### src/rtl/rtl_pkg.sv
// Shared encodings and packet types for the decode stage feeding the bit-manipulation unit.
package rtl_pkg;

  localparam logic [6:0] OP     = 7'b0110011;
  localparam logic [6:0] OP_IMM = 7'b0010011;

  localparam logic [2:0] F3_ADD    = 3'b000;
  localparam logic [2:0] F3_SLL    = 3'b001;
  localparam logic [2:0] F3_SLT    = 3'b010;
  localparam logic [2:0] F3_SLTU   = 3'b011;
  localparam logic [2:0] F3_XOR    = 3'b100;
  localparam logic [2:0] F3_SR     = 3'b101;
  localparam logic [2:0] F3_OR     = 3'b110;
  localparam logic [2:0] F3_AND    = 3'b111;
  localparam logic [2:0] F3_SH1ADD = 3'b010;
  localparam logic [2:0] F3_SH2ADD = 3'b100;
  localparam logic [2:0] F3_SH3ADD = 3'b110;
  localparam logic [2:0] F3_MIN    = 3'b100;
  localparam logic [2:0] F3_MINU   = 3'b101;
  localparam logic [2:0] F3_MAX    = 3'b110;
  localparam logic [2:0] F3_MAXU   = 3'b111;
  localparam logic [2:0] F3_PACK   = 3'b100;
  localparam logic [2:0] F3_PACKH  = 3'b111;
  localparam logic [2:0] F3_ROL    = 3'b001;
  localparam logic [2:0] F3_ROR    = 3'b101;
  localparam logic [2:0] F3_BSET   = 3'b001;
  localparam logic [2:0] F3_BEXT   = 3'b101;

  localparam logic [6:0] F7_BASE   = 7'b0000000;
  localparam logic [6:0] F7_ALT    = 7'b0100000;
  localparam logic [6:0] F7_ZBA    = 7'b0010000;
  localparam logic [6:0] F7_MINMAX = 7'b0000101;
  localparam logic [6:0] F7_PACK   = 7'b0000100;
  localparam logic [6:0] F7_ROT    = 7'b0110000;
  localparam logic [6:0] F7_BSET   = 7'b0010100;
  localparam logic [6:0] F7_BCLR   = 7'b0100100;
  localparam logic [6:0] F7_BINV   = 7'b0110100;

  // Unary Zbb ops share funct7 0110000 / funct3 001 and are told apart by the rs2 field.
  localparam logic [4:0] U_CLZ   = 5'b00000;
  localparam logic [4:0] U_CTZ   = 5'b00001;
  localparam logic [4:0] U_CPOP  = 5'b00010;
  localparam logic [4:0] U_SEXTB = 5'b00100;
  localparam logic [4:0] U_SEXTH = 5'b00101;

  localparam logic [11:0] F12_REV8 = 12'h698;
  localparam logic [11:0] F12_ORCB = 12'h287;

  typedef struct packed {
    logic valid;
    logic land, lor, lxor;
    logic sll, srl, sra, slt, unsign;
    logic add, sub;
    logic zbb, zba, sh1add, sh2add, sh3add;
    logic clz, ctz, cpop, sext_b, sext_h;
    logic min, max, rol, ror, grev, gorc, pack, packh;
    logic bset, bclr, binv, bext;
  } rtl_alu_pkt_t;

  typedef enum logic [1:0] {B_RS2, B_IMM, B_SHAMT} b_sel_t;

  typedef struct packed {
    rtl_alu_pkt_t ap;
    logic [31:0]  a;
    logic [31:0]  b;
    logic         illegal;
  } stage_entry_t;

endpackage

### src/rtl/bmu_decode_stage_if.sv
// Upstream instruction handshake and execute-side result bus of the decode stage.
interface bmu_decode_stage_if;
  import rtl_pkg::*;

  logic         in_valid;
  logic         in_ready;
  logic [31:0]  in_instr;
  logic [31:0]  in_rs1;
  logic [31:0]  in_rs2;
  logic         out_valid;
  logic         out_stall;
  rtl_alu_pkt_t out_ap;
  logic [31:0]  out_a;
  logic [31:0]  out_b;
  logic         out_illegal;

  modport master (output in_valid, in_instr, in_rs1, in_rs2, out_stall,
                  input  in_ready, out_valid, out_ap, out_a, out_b, out_illegal);
  modport slave  (input  in_valid, in_instr, in_rs1, in_rs2, out_stall,
                  output in_ready, out_valid, out_ap, out_a, out_b, out_illegal);
endinterface

### src/rtl/bmu_decoder.sv
// Combinational RV32 base/Zba/Zbb/Zbs decoder producing the ALU predecode packet and B-operand select.
module bmu_decoder
  import rtl_pkg::*;
#(
  parameter int BITMANIP_ZBA = 1,
  parameter int BITMANIP_ZBB = 1,
  parameter int BITMANIP_ZBS = 1
) (
  input  logic [31:0]  instr,
  output rtl_alu_pkt_t ap,
  output b_sel_t       b_sel,
  output logic [31:0]  imm,
  output logic         illegal
);
  localparam bit ZBA_ON = (BITMANIP_ZBA != 0);
  localparam bit ZBB_ON = (BITMANIP_ZBB != 0);
  localparam bit ZBS_ON = (BITMANIP_ZBS != 0);

  logic [6:0]   opcode, funct7;
  logic [2:0]   funct3;
  logic [4:0]   rs2_f;
  logic [11:0]  funct12;
  logic         legal;
  rtl_alu_pkt_t p;
  logic         unused_rd;

  assign opcode    = instr[6:0];
  assign funct3    = instr[14:12];
  assign funct7    = instr[31:25];
  assign rs2_f     = instr[24:20];
  assign funct12   = instr[31:20];
  assign unused_rd = &{1'b0, instr[19:7]};

  always_comb begin
    p     = '0;
    legal = 1'b0;
    b_sel = B_RS2;
    imm   = {{20{instr[31]}}, instr[31:20]};
    if (opcode == OP) begin
      case ({funct7, funct3})
        {F7_BASE, F3_ADD}:     begin p.add = 1'b1; legal = 1'b1; end
        {F7_ALT,  F3_ADD}:     begin p.sub = 1'b1; legal = 1'b1; end
        {F7_BASE, F3_SLL}:     begin p.sll = 1'b1; legal = 1'b1; end
        {F7_BASE, F3_SLT}:     begin p.slt = 1'b1; legal = 1'b1; end
        {F7_BASE, F3_SLTU}:    begin p.slt = 1'b1; p.unsign = 1'b1; legal = 1'b1; end
        {F7_BASE, F3_XOR}:     begin p.lxor = 1'b1; legal = 1'b1; end
        {F7_BASE, F3_SR}:      begin p.srl = 1'b1; legal = 1'b1; end
        {F7_ALT,  F3_SR}:      begin p.sra = 1'b1; legal = 1'b1; end
        {F7_BASE, F3_OR}:      begin p.lor = 1'b1; legal = 1'b1; end
        {F7_BASE, F3_AND}:     begin p.land = 1'b1; legal = 1'b1; end
        {F7_ALT,  F3_AND}:     if (ZBB_ON) begin p.land = 1'b1; p.zbb = 1'b1; legal = 1'b1; end
        {F7_ALT,  F3_OR}:      if (ZBB_ON) begin p.lor  = 1'b1; p.zbb = 1'b1; legal = 1'b1; end
        {F7_ALT,  F3_XOR}:     if (ZBB_ON) begin p.lxor = 1'b1; p.zbb = 1'b1; legal = 1'b1; end
        {F7_MINMAX, F3_MIN}:   if (ZBB_ON) begin p.min = 1'b1; legal = 1'b1; end
        {F7_MINMAX, F3_MINU}:  if (ZBB_ON) begin p.min = 1'b1; p.unsign = 1'b1; legal = 1'b1; end
        {F7_MINMAX, F3_MAX}:   if (ZBB_ON) begin p.max = 1'b1; legal = 1'b1; end
        {F7_MINMAX, F3_MAXU}:  if (ZBB_ON) begin p.max = 1'b1; p.unsign = 1'b1; legal = 1'b1; end
        {F7_ROT,  F3_ROL}:     if (ZBB_ON) begin p.rol = 1'b1; legal = 1'b1; end
        {F7_ROT,  F3_ROR}:     if (ZBB_ON) begin p.ror = 1'b1; legal = 1'b1; end
        {F7_PACK, F3_PACK}:    if (ZBB_ON) begin p.pack = 1'b1; legal = 1'b1; end
        {F7_PACK, F3_PACKH}:   if (ZBB_ON) begin p.packh = 1'b1; legal = 1'b1; end
        {F7_ZBA,  F3_SH1ADD}:  if (ZBA_ON) begin p.add = 1'b1; p.zba = 1'b1; p.sh1add = 1'b1; legal = 1'b1; end
        {F7_ZBA,  F3_SH2ADD}:  if (ZBA_ON) begin p.add = 1'b1; p.zba = 1'b1; p.sh2add = 1'b1; legal = 1'b1; end
        {F7_ZBA,  F3_SH3ADD}:  if (ZBA_ON) begin p.add = 1'b1; p.zba = 1'b1; p.sh3add = 1'b1; legal = 1'b1; end
        {F7_BSET, F3_BSET}:    if (ZBS_ON) begin p.bset = 1'b1; legal = 1'b1; end
        {F7_BCLR, F3_BSET}:    if (ZBS_ON) begin p.bclr = 1'b1; legal = 1'b1; end
        {F7_BINV, F3_BSET}:    if (ZBS_ON) begin p.binv = 1'b1; legal = 1'b1; end
        {F7_BCLR, F3_BEXT}:    if (ZBS_ON) begin p.bext = 1'b1; legal = 1'b1; end
        default: ;
      endcase
    end else if (opcode == OP_IMM) begin
      b_sel = B_IMM;
      case (funct3)
        F3_ADD:  begin p.add = 1'b1; legal = 1'b1; end
        F3_SLT:  begin p.slt = 1'b1; legal = 1'b1; end
        F3_SLTU: begin p.slt = 1'b1; p.unsign = 1'b1; legal = 1'b1; end
        F3_XOR:  begin p.lxor = 1'b1; legal = 1'b1; end
        F3_OR:   begin p.lor = 1'b1; legal = 1'b1; end
        F3_AND:  begin p.land = 1'b1; legal = 1'b1; end
        F3_SLL: begin
          b_sel = B_SHAMT;
          case (funct7)
            F7_BASE: begin p.sll = 1'b1; legal = 1'b1; end
            F7_ROT: if (ZBB_ON) begin
              legal = 1'b1;
              case (rs2_f)
                U_CLZ:   p.clz    = 1'b1;
                U_CTZ:   p.ctz    = 1'b1;
                U_CPOP:  p.cpop   = 1'b1;
                U_SEXTB: p.sext_b = 1'b1;
                U_SEXTH: p.sext_h = 1'b1;
                default: legal    = 1'b0;
              endcase
            end
            F7_BSET: if (ZBS_ON) begin p.bset = 1'b1; legal = 1'b1; end
            F7_BCLR: if (ZBS_ON) begin p.bclr = 1'b1; legal = 1'b1; end
            F7_BINV: if (ZBS_ON) begin p.binv = 1'b1; legal = 1'b1; end
            default: ;
          endcase
        end
        F3_SR: begin
          b_sel = B_SHAMT;
          // rev8/orc.b are byte-granular grev/gorc with a fixed control word on B.
          if (funct12 == F12_REV8) begin
            if (ZBB_ON) begin p.grev = 1'b1; legal = 1'b1; b_sel = B_IMM; imm = 32'h18; end
          end else if (funct12 == F12_ORCB) begin
            if (ZBB_ON) begin p.gorc = 1'b1; legal = 1'b1; b_sel = B_IMM; imm = 32'h07; end
          end else begin
            case (funct7)
              F7_BASE: begin p.srl = 1'b1; legal = 1'b1; end
              F7_ALT:  begin p.sra = 1'b1; legal = 1'b1; end
              F7_ROT:  if (ZBB_ON) begin p.ror = 1'b1; legal = 1'b1; end
              F7_BCLR: if (ZBS_ON) begin p.bext = 1'b1; legal = 1'b1; end
              default: ;
            endcase
          end
        end
        default: ;
      endcase
    end
    ap = '0;
    if (legal) begin
      ap       = p;
      ap.valid = 1'b1;
    end
    illegal = ~legal;
  end
endmodule

### src/rtl/bmu_decode_stage.sv
// Decode/operand stage: decodes one instruction per cycle and hands it to execute via an output register plus skid slot.
//
// state ({out_valid, skid_valid}) | meaning
// EMPTY 00 | nothing held, ready
// ONE   10 | output register holds the oldest entry, ready
// FULL  11 | output and skid both hold entries, not ready
module bmu_decode_stage
  import rtl_pkg::*;
#(
  parameter int BITMANIP_ZBA = 1,
  parameter int BITMANIP_ZBB = 1,
  parameter int BITMANIP_ZBS = 1
) (
  input logic               clk,
  input logic               rst_l,
  input logic               flush,
  bmu_decode_stage_if.slave bus
);
  localparam logic [1:0] ST_EMPTY = 2'b00;
  localparam logic [1:0] ST_ONE   = 2'b10;
  localparam logic [1:0] ST_FULL  = 2'b11;

  rtl_alu_pkt_t dec_ap;
  b_sel_t       dec_b_sel;
  logic [31:0]  dec_imm;
  logic         dec_illegal;
  stage_entry_t new_e, out_q, skid_q;
  logic         out_valid_q, skid_valid_q;
  logic         accept, stall;
  logic [1:0]   state;

  bmu_decoder #(
    .BITMANIP_ZBA(BITMANIP_ZBA),
    .BITMANIP_ZBB(BITMANIP_ZBB),
    .BITMANIP_ZBS(BITMANIP_ZBS)
  ) u_dec (
    .instr  (bus.in_instr),
    .ap     (dec_ap),
    .b_sel  (dec_b_sel),
    .imm    (dec_imm),
    .illegal(dec_illegal)
  );

  // Illegal entries carry no operands so execute sees a clean all-zero payload.
  always_comb begin
    new_e         = '0;
    new_e.illegal = dec_illegal;
    if (!dec_illegal) begin
      new_e.ap = dec_ap;
      new_e.a  = bus.in_rs1;
      case (dec_b_sel)
        B_RS2:   new_e.b = bus.in_rs2;
        B_SHAMT: new_e.b = {27'b0, bus.in_instr[24:20]};
        default: new_e.b = dec_imm;
      endcase
    end
  end

  assign accept = bus.in_valid & ~skid_valid_q;
  assign stall  = bus.out_stall;
  assign state  = {out_valid_q, skid_valid_q};

  always_ff @(posedge clk) begin
    if (rst_l || flush) begin
      out_valid_q  <= 1'b0;
      skid_valid_q <= 1'b0;
      out_q        <= '0;
      skid_q       <= '0;
    end else begin
      case (state)
        ST_EMPTY: if (accept) begin
          out_q       <= new_e;
          out_valid_q <= 1'b1;
        end
        ST_ONE: begin
          if (accept && !stall) begin
            out_q <= new_e;
          end else if (accept && stall) begin
            skid_q       <= new_e;
            skid_valid_q <= 1'b1;
          end else if (!stall) begin
            out_valid_q <= 1'b0;
          end
        end
        ST_FULL: if (!stall) begin
          out_q        <= skid_q;
          skid_valid_q <= 1'b0;
        end
        default: begin
          out_valid_q  <= 1'b0;
          skid_valid_q <= 1'b0;
        end
      endcase
    end
  end

  assign bus.in_ready    = ~skid_valid_q;
  assign bus.out_valid   = out_valid_q;
  assign bus.out_ap      = out_q.ap;
  assign bus.out_a       = out_q.a;
  assign bus.out_b       = out_q.b;
  assign bus.out_illegal = out_q.illegal;
endmodule

### src/flat_wrapper.sv
// flat-port wrapper written by rule: the top's interface ports become plain ports
module bmu_decode_stage_flat import rtl_pkg::*;
#(
  parameter int BITMANIP_ZBA = 1,
  parameter int BITMANIP_ZBB = 1,
  parameter int BITMANIP_ZBS = 1
)
  (clk, rst_l, flush, bus_in_valid, bus_in_instr, bus_in_rs1, bus_in_rs2, bus_out_stall, bus_in_ready, bus_out_valid, bus_out_ap, bus_out_a, bus_out_b, bus_out_illegal);
  bmu_decode_stage_if bus_i ();
  input logic clk;
  input logic rst_l;
  input logic flush;
  input wire logic [$bits(bus_i.in_valid)-1:0] bus_in_valid;
  input wire logic [$bits(bus_i.in_instr)-1:0] bus_in_instr;
  input wire logic [$bits(bus_i.in_rs1)-1:0] bus_in_rs1;
  input wire logic [$bits(bus_i.in_rs2)-1:0] bus_in_rs2;
  input wire logic [$bits(bus_i.out_stall)-1:0] bus_out_stall;
  output wire logic [$bits(bus_i.in_ready)-1:0] bus_in_ready;
  output wire logic [$bits(bus_i.out_valid)-1:0] bus_out_valid;
  output wire logic [$bits(bus_i.out_ap)-1:0] bus_out_ap;
  output wire logic [$bits(bus_i.out_a)-1:0] bus_out_a;
  output wire logic [$bits(bus_i.out_b)-1:0] bus_out_b;
  output wire logic [$bits(bus_i.out_illegal)-1:0] bus_out_illegal;
  assign bus_i.in_valid = bus_in_valid;
  assign bus_i.in_instr = bus_in_instr;
  assign bus_i.in_rs1 = bus_in_rs1;
  assign bus_i.in_rs2 = bus_in_rs2;
  assign bus_i.out_stall = bus_out_stall;
  assign bus_in_ready = bus_i.in_ready;
  assign bus_out_valid = bus_i.out_valid;
  assign bus_out_ap = bus_i.out_ap;
  assign bus_out_a = bus_i.out_a;
  assign bus_out_b = bus_i.out_b;
  assign bus_out_illegal = bus_i.out_illegal;
  bmu_decode_stage #(.BITMANIP_ZBA(BITMANIP_ZBA), .BITMANIP_ZBB(BITMANIP_ZBB), .BITMANIP_ZBS(BITMANIP_ZBS)) u_core (.clk(clk), .rst_l(rst_l), .flush(flush), .bus(bus_i));
endmodule
### config.mk
export PLATFORM = sky130hd
export DESIGN_NAME = bmu_decode_stage_flat
export DESIGN_NICKNAME = d
export VERILOG_FILES = /design/src/rtl/rtl_pkg.sv /design/src/rtl/bmu_decode_stage_if.sv /design/src/rtl/bmu_decoder.sv /design/src/rtl/bmu_decode_stage.sv /design/src/flat_wrapper.sv
export SDC_FILE = /design/constraint.sdc
export NUM_CORES = 1
export LEC_CHECK = 0
export ABC_AREA = 1
export CAP_MARGIN = 20
export CORE_MARGIN = 1
export CORE_UTILIZATION = 47
export CTS_CLUSTER_DIAMETER = 40
export DETAILED_ROUTE_END_ITERATION = 10
export GPL_TIMING_DRIVEN = 0
export HOLD_SLACK_MARGIN = 0.12
export MAX_ROUTING_LAYER = met4
export PLACE_DENSITY = 0.8
export SLEW_MARGIN = 20
export SYNTH_ARGS = -nofsm -noshare
export SYNTH_HDL_FRONTEND = slang
export SYNTH_SLANG_ARGS = --single-unit
### constraint.sdc
create_clock -name clk -period 1.8 [get_ports clk]
set_input_delay 0.27 -clock clk [delete_from_list [all_inputs] [get_ports clk]]
set_output_delay 0.27 -clock clk [all_outputs]
set_load 0.05 [all_outputs]
# [After elaboration in Yosys (flattened, before gate mapping)]
# Cells that the tools add are included.
[word_totals] ff_bits=198 latchBits=0 ramBits=0 rom_bits=0 in_bits=101 output_inout_bits=100 elab_cells=271 n_memories=0
[classes] addsub=0 n_mul=0 n_div=0 n_lt_le_gt_ge=0 eq_ne=57 shift=0 mux=103 bitwise_logic=6 n_reduce_logical=31
[ops] op="2-to-1 mux 98 bit" n=3
[ops] op="case mux 98 bit (3 select lines)" n=1
[ops] op="2-to-1 mux 32 bit" n=5
[ops] op="== test 10 x 9 -> 1 bit, second input constant" n=10
[ops] op="2-to-1 mux 97 bit" n=1
[ops] op="2-to-1 mux 1 bit" n=65
[ops] op="case mux 32 bit (2 select lines)" n=1
[ops] op="== test 10 x 6 -> 1 bit, second input constant" n=6
[ops] op="== test 10 x 3 -> 1 bit, second input constant" n=4
[ops] op="== test 10 x 8 -> 1 bit, second input constant" n=4
[ops] op="== test 7 x 6 -> 1 bit, second input constant" n=5
[ops] op="OR reduction 28 bit" n=1
[ops] op="== test 10 x 2 -> 1 bit, second input constant" n=2
[ops] op="2-to-1 mux 5 bit" n=4
[ops] op="2-to-1 mux 2 bit" n=9
[ops] op="2-to-1 mux 9 bit" n=2
[ops] op="== test 7 x 5 -> 1 bit, second input constant" n=2
[ops] op="OR reduction 2 bit" n=7
[ops] op="== test 12 x 10 -> 1 bit, second input constant" n=1
[ops] op="== test 12 x 11 -> 1 bit, second input constant" n=1
[ops] op="== test 3 bit, second input constant" n=4
[ops] op="2-to-1 mux 3 bit" n=4
[ops] op="OR reduction 4 bit" n=3
[ops] op="== test 10 x 1 -> 1 bit, second input constant" n=1
[ops] op="other kinds (30)" n=51

# [Depth between registers and ports, before layout]
[depth] word_depth=11 mapped_depth=17

# [Hierarchy]
# Synthesis repeated with hierarchy kept, for this count alone.
[hier_totals] cells_unflattened=1650 hier_area_um2=10400.0
[by_module_without_submodules] module="bmu_decode_stage" instances=1 cells_per_inst=1400 area_per_inst_um2=9130.0
[by_module_without_submodules] module="bmu_decoder" instances=1 cells_per_inst=250 area_per_inst_um2=1270.0

# [Least setup slack after synthesis]
# No wires, ideal clock.
[synth_path] path_type="reg-to-reg" start="reg u_core.out_valid_q (netlist: u_core.bus.out_valid)" end="reg u_core.skid_q[68] (netlist bit)" t_arrival_ns=1.886 t_required_ns=1.684 setup_slack_ns=-0.203 stages_incl_launch_ff=8 cell_sequence="dfxtp_1 nand2_1 nor2_1 clkbuf_1 clkbuf_1 nand2_1 o211ai_1 inv_1"
[synth_between] elab_chain_len=2
[synth_lines] element="from (decl)" line="bmu_decode_stage.sv:28" text="logic out_valid_q, skid_valid_q;"
[synth_lines] element="from (signal assigned)" line="bmu_decode_stage.sv:65" text="out_valid_q <= 1'b0;"
[synth_lines] element="from (signal assigned)" line="bmu_decode_stage.sv:73" text="out_valid_q <= 1'b1;"
[synth_lines] element="from (signal assigned)" line="bmu_decode_stage.sv:82" text="out_valid_q <= 1'b0;"
[synth_lines] element="== test 2 bit" line="bmu_decode_stage.sv:70" text="case (state)"
[synth_lines] element="AND reduction 3 bit (no source line)"
[synth_lines] element="to (signal assigned)" line="bmu_decode_stage.sv:79" text="skid_q <= new_e;"
[synth_lines] element="to (decl)" line="bmu_decode_stage.sv:27" text="stage_entry_t new_e, out_q, skid_q;"
# No other way between the ends.
# A chain may end at the register's enable or synchronous reset.

# [Worst setup path in the final report]
[layout_path] start="reg u_core.skid_valid_q" end="reg u_core.skid_q[87] (netlist bit)"
[layout_between] elab_chain_len=5
[layout_lines] element="from (decl)" line="bmu_decode_stage.sv:28"
[layout_lines] element="from (signal assigned)" line="bmu_decode_stage.sv:66" text="skid_valid_q <= 1'b0;"
[layout_lines] element="from (signal assigned)" line="bmu_decode_stage.sv:80" text="skid_valid_q <= 1'b1;"
[layout_lines] element="from (signal assigned)" line="bmu_decode_stage.sv:87" text="skid_valid_q <= 1'b0;"
[layout_lines] element="inverter 1 bit" line="bmu_decode_stage.sv:59" text="assign accept = bus.in_valid & ~skid_valid_q;"
[layout_lines] element="bitwise AND 1 bit" line="bmu_decode_stage.sv:59"
[layout_lines] element="logical AND 1 bit" line="bmu_decode_stage.sv:76" text="if (accept && !stall) begin"
[layout_lines] element="inverter 1 bit (no source line)"
[layout_lines] element="AND reduction 3 bit (no source line) (*)"
# Mark *: on every way between the ends. The rest lies on a longest branch, timed or not.

==> run metrics <==
worst min-delay path category=primary input to register; DP Area=12300 um2; #FFs+latches synth=198; clk buf depth=2; worst setup path class=register to register; violated checks=negative setup slack; Critical Path Sink=u_core.skid_q[87]$_SDFFE_PP0P_; max-cap violation count=0; Max Fclk=548 MHz; number of cells on the critical path=7; gr usage total=31.6%; leakage=0.00624 uW; Vias=11100; DRT iter0 DRCs=943; worst reg2reg endpoint=u_core.skid_q[87]$_SDFFE_PP0P_; Initial Util=48.0%; setup ws final=-0.0248 ns; Inserted Clock Buffers=17; top cell type by total area after synthesis=dfxtp_1; Total Wirelength=34600 um; Nets=1808; layout cell share with drive strength beyond 1=21.2%; Final setup viols=1; CP Buf/Inv Count=3; Mean Syn Cell Area=6.92 um2; Die X=148 um; Top FF cell, synth=dfxtp_1; CP Data Arrival Time=2.19 ns; Synth Net Count=1558; R2R setup slack=-0.02 ns; drt wl/cell=17.3 um; Async SR Flop Fraction=0%; grt ovf=0; max incr delay on CP=0.45 ns; ANT nets after route=0; H-tree levels=4; CP max FO=10; Layout fillers=1807; CTS tree=done; most frequent cell after synthesis=nand2_1; Power Total=9320 uW; worst vdd ir=0.000638 V; utilization after layout=65.7%; unrepaired setup endpoints after global routing=yes; largest net degree at the start of global routing=19; CP Launch Point=u_core.skid_valid_q$_SDFFE_PP0P_; Critical-path top delay cell=clkbuf_1; final count of pins violating max slew=0; synthesis-to-finish area growth=36.9%; startpoint types=register; Slew @ Worst Pin=0.686 ns; top-level I/O count=201; first-pass GRT wire length=52500 um; DRC=0; # diodes=0; # rows=53; clk sink count=198; Die Ht=148 um; vias per cell=5.54; Multi-input gate area=5690 um2; worst r2r src=u_core.skid_valid_q$_SDFFE_PP0P_; initial antenna violation count=0; most frequent cells after synthesis=403 x nand2_1, 198 x dfxtp_1, 189 x nor2_1; CP top delay family=buffers and inverters; Core ar.=21000 um2; Post-Syn Instances=1457; synth top area cells=dfxtp_1 39%, nand2_1 15%, a21oi_1 8.8%; Cell variety after synth=37; Hold WS=0.252 ns; Reg2Reg Depth=7; crit share post-route=101%; worst skew pair latency=0.45 ns; Post-synth EDFFs=0; CP Capture Type=register; crit-path cells=clkinvlp_4 > nand2_2 > nor2_4 > clkinv_2 > clkbuf_1 > nand2_1 > a21oi_1; post-route cell area=13800 um2; Worst EP required=2.16 ns; GPL Wtd Cong=0.965; root buffer cell=clkbuf_16; Detailed Routing Iterations Pass 1=5; die area=22000 um2; final hold violation count=0; Power per Cell Area=675 nW/um2; Clock Skew=0.00758 ns; sequential fraction of the synthesis area=39.3%; sequential cell area=3970 um2; status=finished with violations; top-area cell type share of the netlist area=39.3%; Yosys warnings=0; vias in the first global route=9980; I/O Buffers=189; Syn Std Cell Area=10100 um2; Tmin final=1.82 ns; relative max-transition margin=54.3%; Clock transition at path regs=0.08 ns; detailed placement HPWL=24500 um
## kinds of logic after synthesis
group | count (synthesis) | synth area share, %
AO/OA/AOI/OAI | 337 | 18.4
buffers and inverters | 171 | 8.25
flip-flops | 198 | 39.3
multiplexers | 5 | 0.558
AND/OR/NAND/NOR | 746 | 33.5
## worst min-delay path: stages
cell	delay [ns]
clkbuf_2	0.13
nor2_2	0.06
nand4_1	0.13
a21oi_1	0.08
## power by group
part | total, uW | internal [uW] | switching [uW] | leakage, uW
Combinational | 932 | 356 | 575 | 0.00435
Clock | 3980 | 2130 | 1850 | 0.000299
Sequential | 4410 | 4400 | 12.0 | 0.00160
Total | 9320 | 6890 | 2440 | 0.00624
## metrics by stage
step | TNS [ns] | setup slack [ns] | std cells
2_1_floorplan | -1.80 | -0.0460 | 1457
3_3_place_gp | -173.53 | -1.14 | 1921
3_5_place_dp | -176.83 | -1.15 | 1921
4_1_cts | -0.0483 | -0.0140 | 1964
5_1_grt | -0.556 | -0.0734 | 1995
6_report | -0.0248 | -0.0248 | 1995
## flip-flops by register name, summed over array words and instances (netlist names)
| name | flops |
|---|---|
| u_core.bus.out_ap | 33 |
| u_core.bus.out_valid | 1 |
| u_core.skid_valid_q | 1 |
| u_core.bus.out_a | 32 |
| u_core.bus.out_b | 32 |
| u_core.skid_q | 98 |
| u_core.bus.out_illegal | 1 |
## how the worst min path moves through the flow
stage | end | cells past startpoint | slack (ns) | start
2_1_floorplan | u_core.skid_q[36]$_SDFFE_PP0P_ | 2 | 0.42 | bus_in_rs1[3]
3_3_place_gp | u_core.skid_q[78]$_SDFFE_PP0P_ | 2 | 0.45 | u_core.skid_q[78]$_SDFFE_PP0P_
3_5_place_dp | u_core.skid_q[78]$_SDFFE_PP0P_ | 2 | 0.45 | u_core.skid_q[78]$_SDFFE_PP0P_
4_1_cts | u_core.skid_q[88]$_SDFFE_PP0P_ | 4 | 0.36 | bus_in_instr[14]
5_1_grt | u_core.skid_q[80]$_SDFFE_PP0P_ | 4 | 0.29 | bus_in_instr[22]
6_report | u_core.skid_q[80]$_SDFFE_PP0P_ | 4 | 0.25 | bus_in_instr[22]
## final cells by class
cell class                 count  share of cell area [%]
buffer                       107                    5.42
clock buffer                  18                    3.18
clock inverter                14                    1.21
inverter                      64                    1.98
multi-input combinational   1089                    41.2
sequential                   198                    28.7
tap                          275                    2.49
timing repair buffer         230                    15.8
## metal layers
layer | vias up | track usage (%) | wire [um]
li1 | 5276 | - | -
met1 | 5085 | 40.0 | 14100
met2 | 596 | 49.3 | 16000
met3 | 103 | 5.46 | 3110
met4 | 0 | 13.8 | 1340
met5 | - | - | 0
## placed cells by master (no fill, tap or decap), drive strengths merged, types with 3 or more instances in the layout
cell type | netlist | final
buf | 25 | 75
mux2 | 5 | 5
dfxtp | 198 | 198
nand2 | 410 | 411
dlygate4sd2 | 0 | 100
clkbuf | 82 | 105
o31ai | 3 | 3
nor3 | 7 | 7
o211ai | 11 | 11
a21oi | 206 | 206
dlymetal6s2s | 0 | 3
clkdlybuf4s50 | 0 | 72
inv | 60 | 65
o21ai | 108 | 108
a211oi | 4 | 4
nand3 | 113 | 113
clkinv | 4 | 9
nand4 | 8 | 8
nor2 | 203 | 203
## repair_timing
item	4_1_cts	5_1_grt
hold endpoints to repair	0	0
endpoints found under the setup margin	297	170
setup buffers	11	24
hold buffers	0	0
gates resized for setup	234	136
cloned	0	8
pin swaps	10	31
Note: power is estimated with default switching activity, not from simulation.
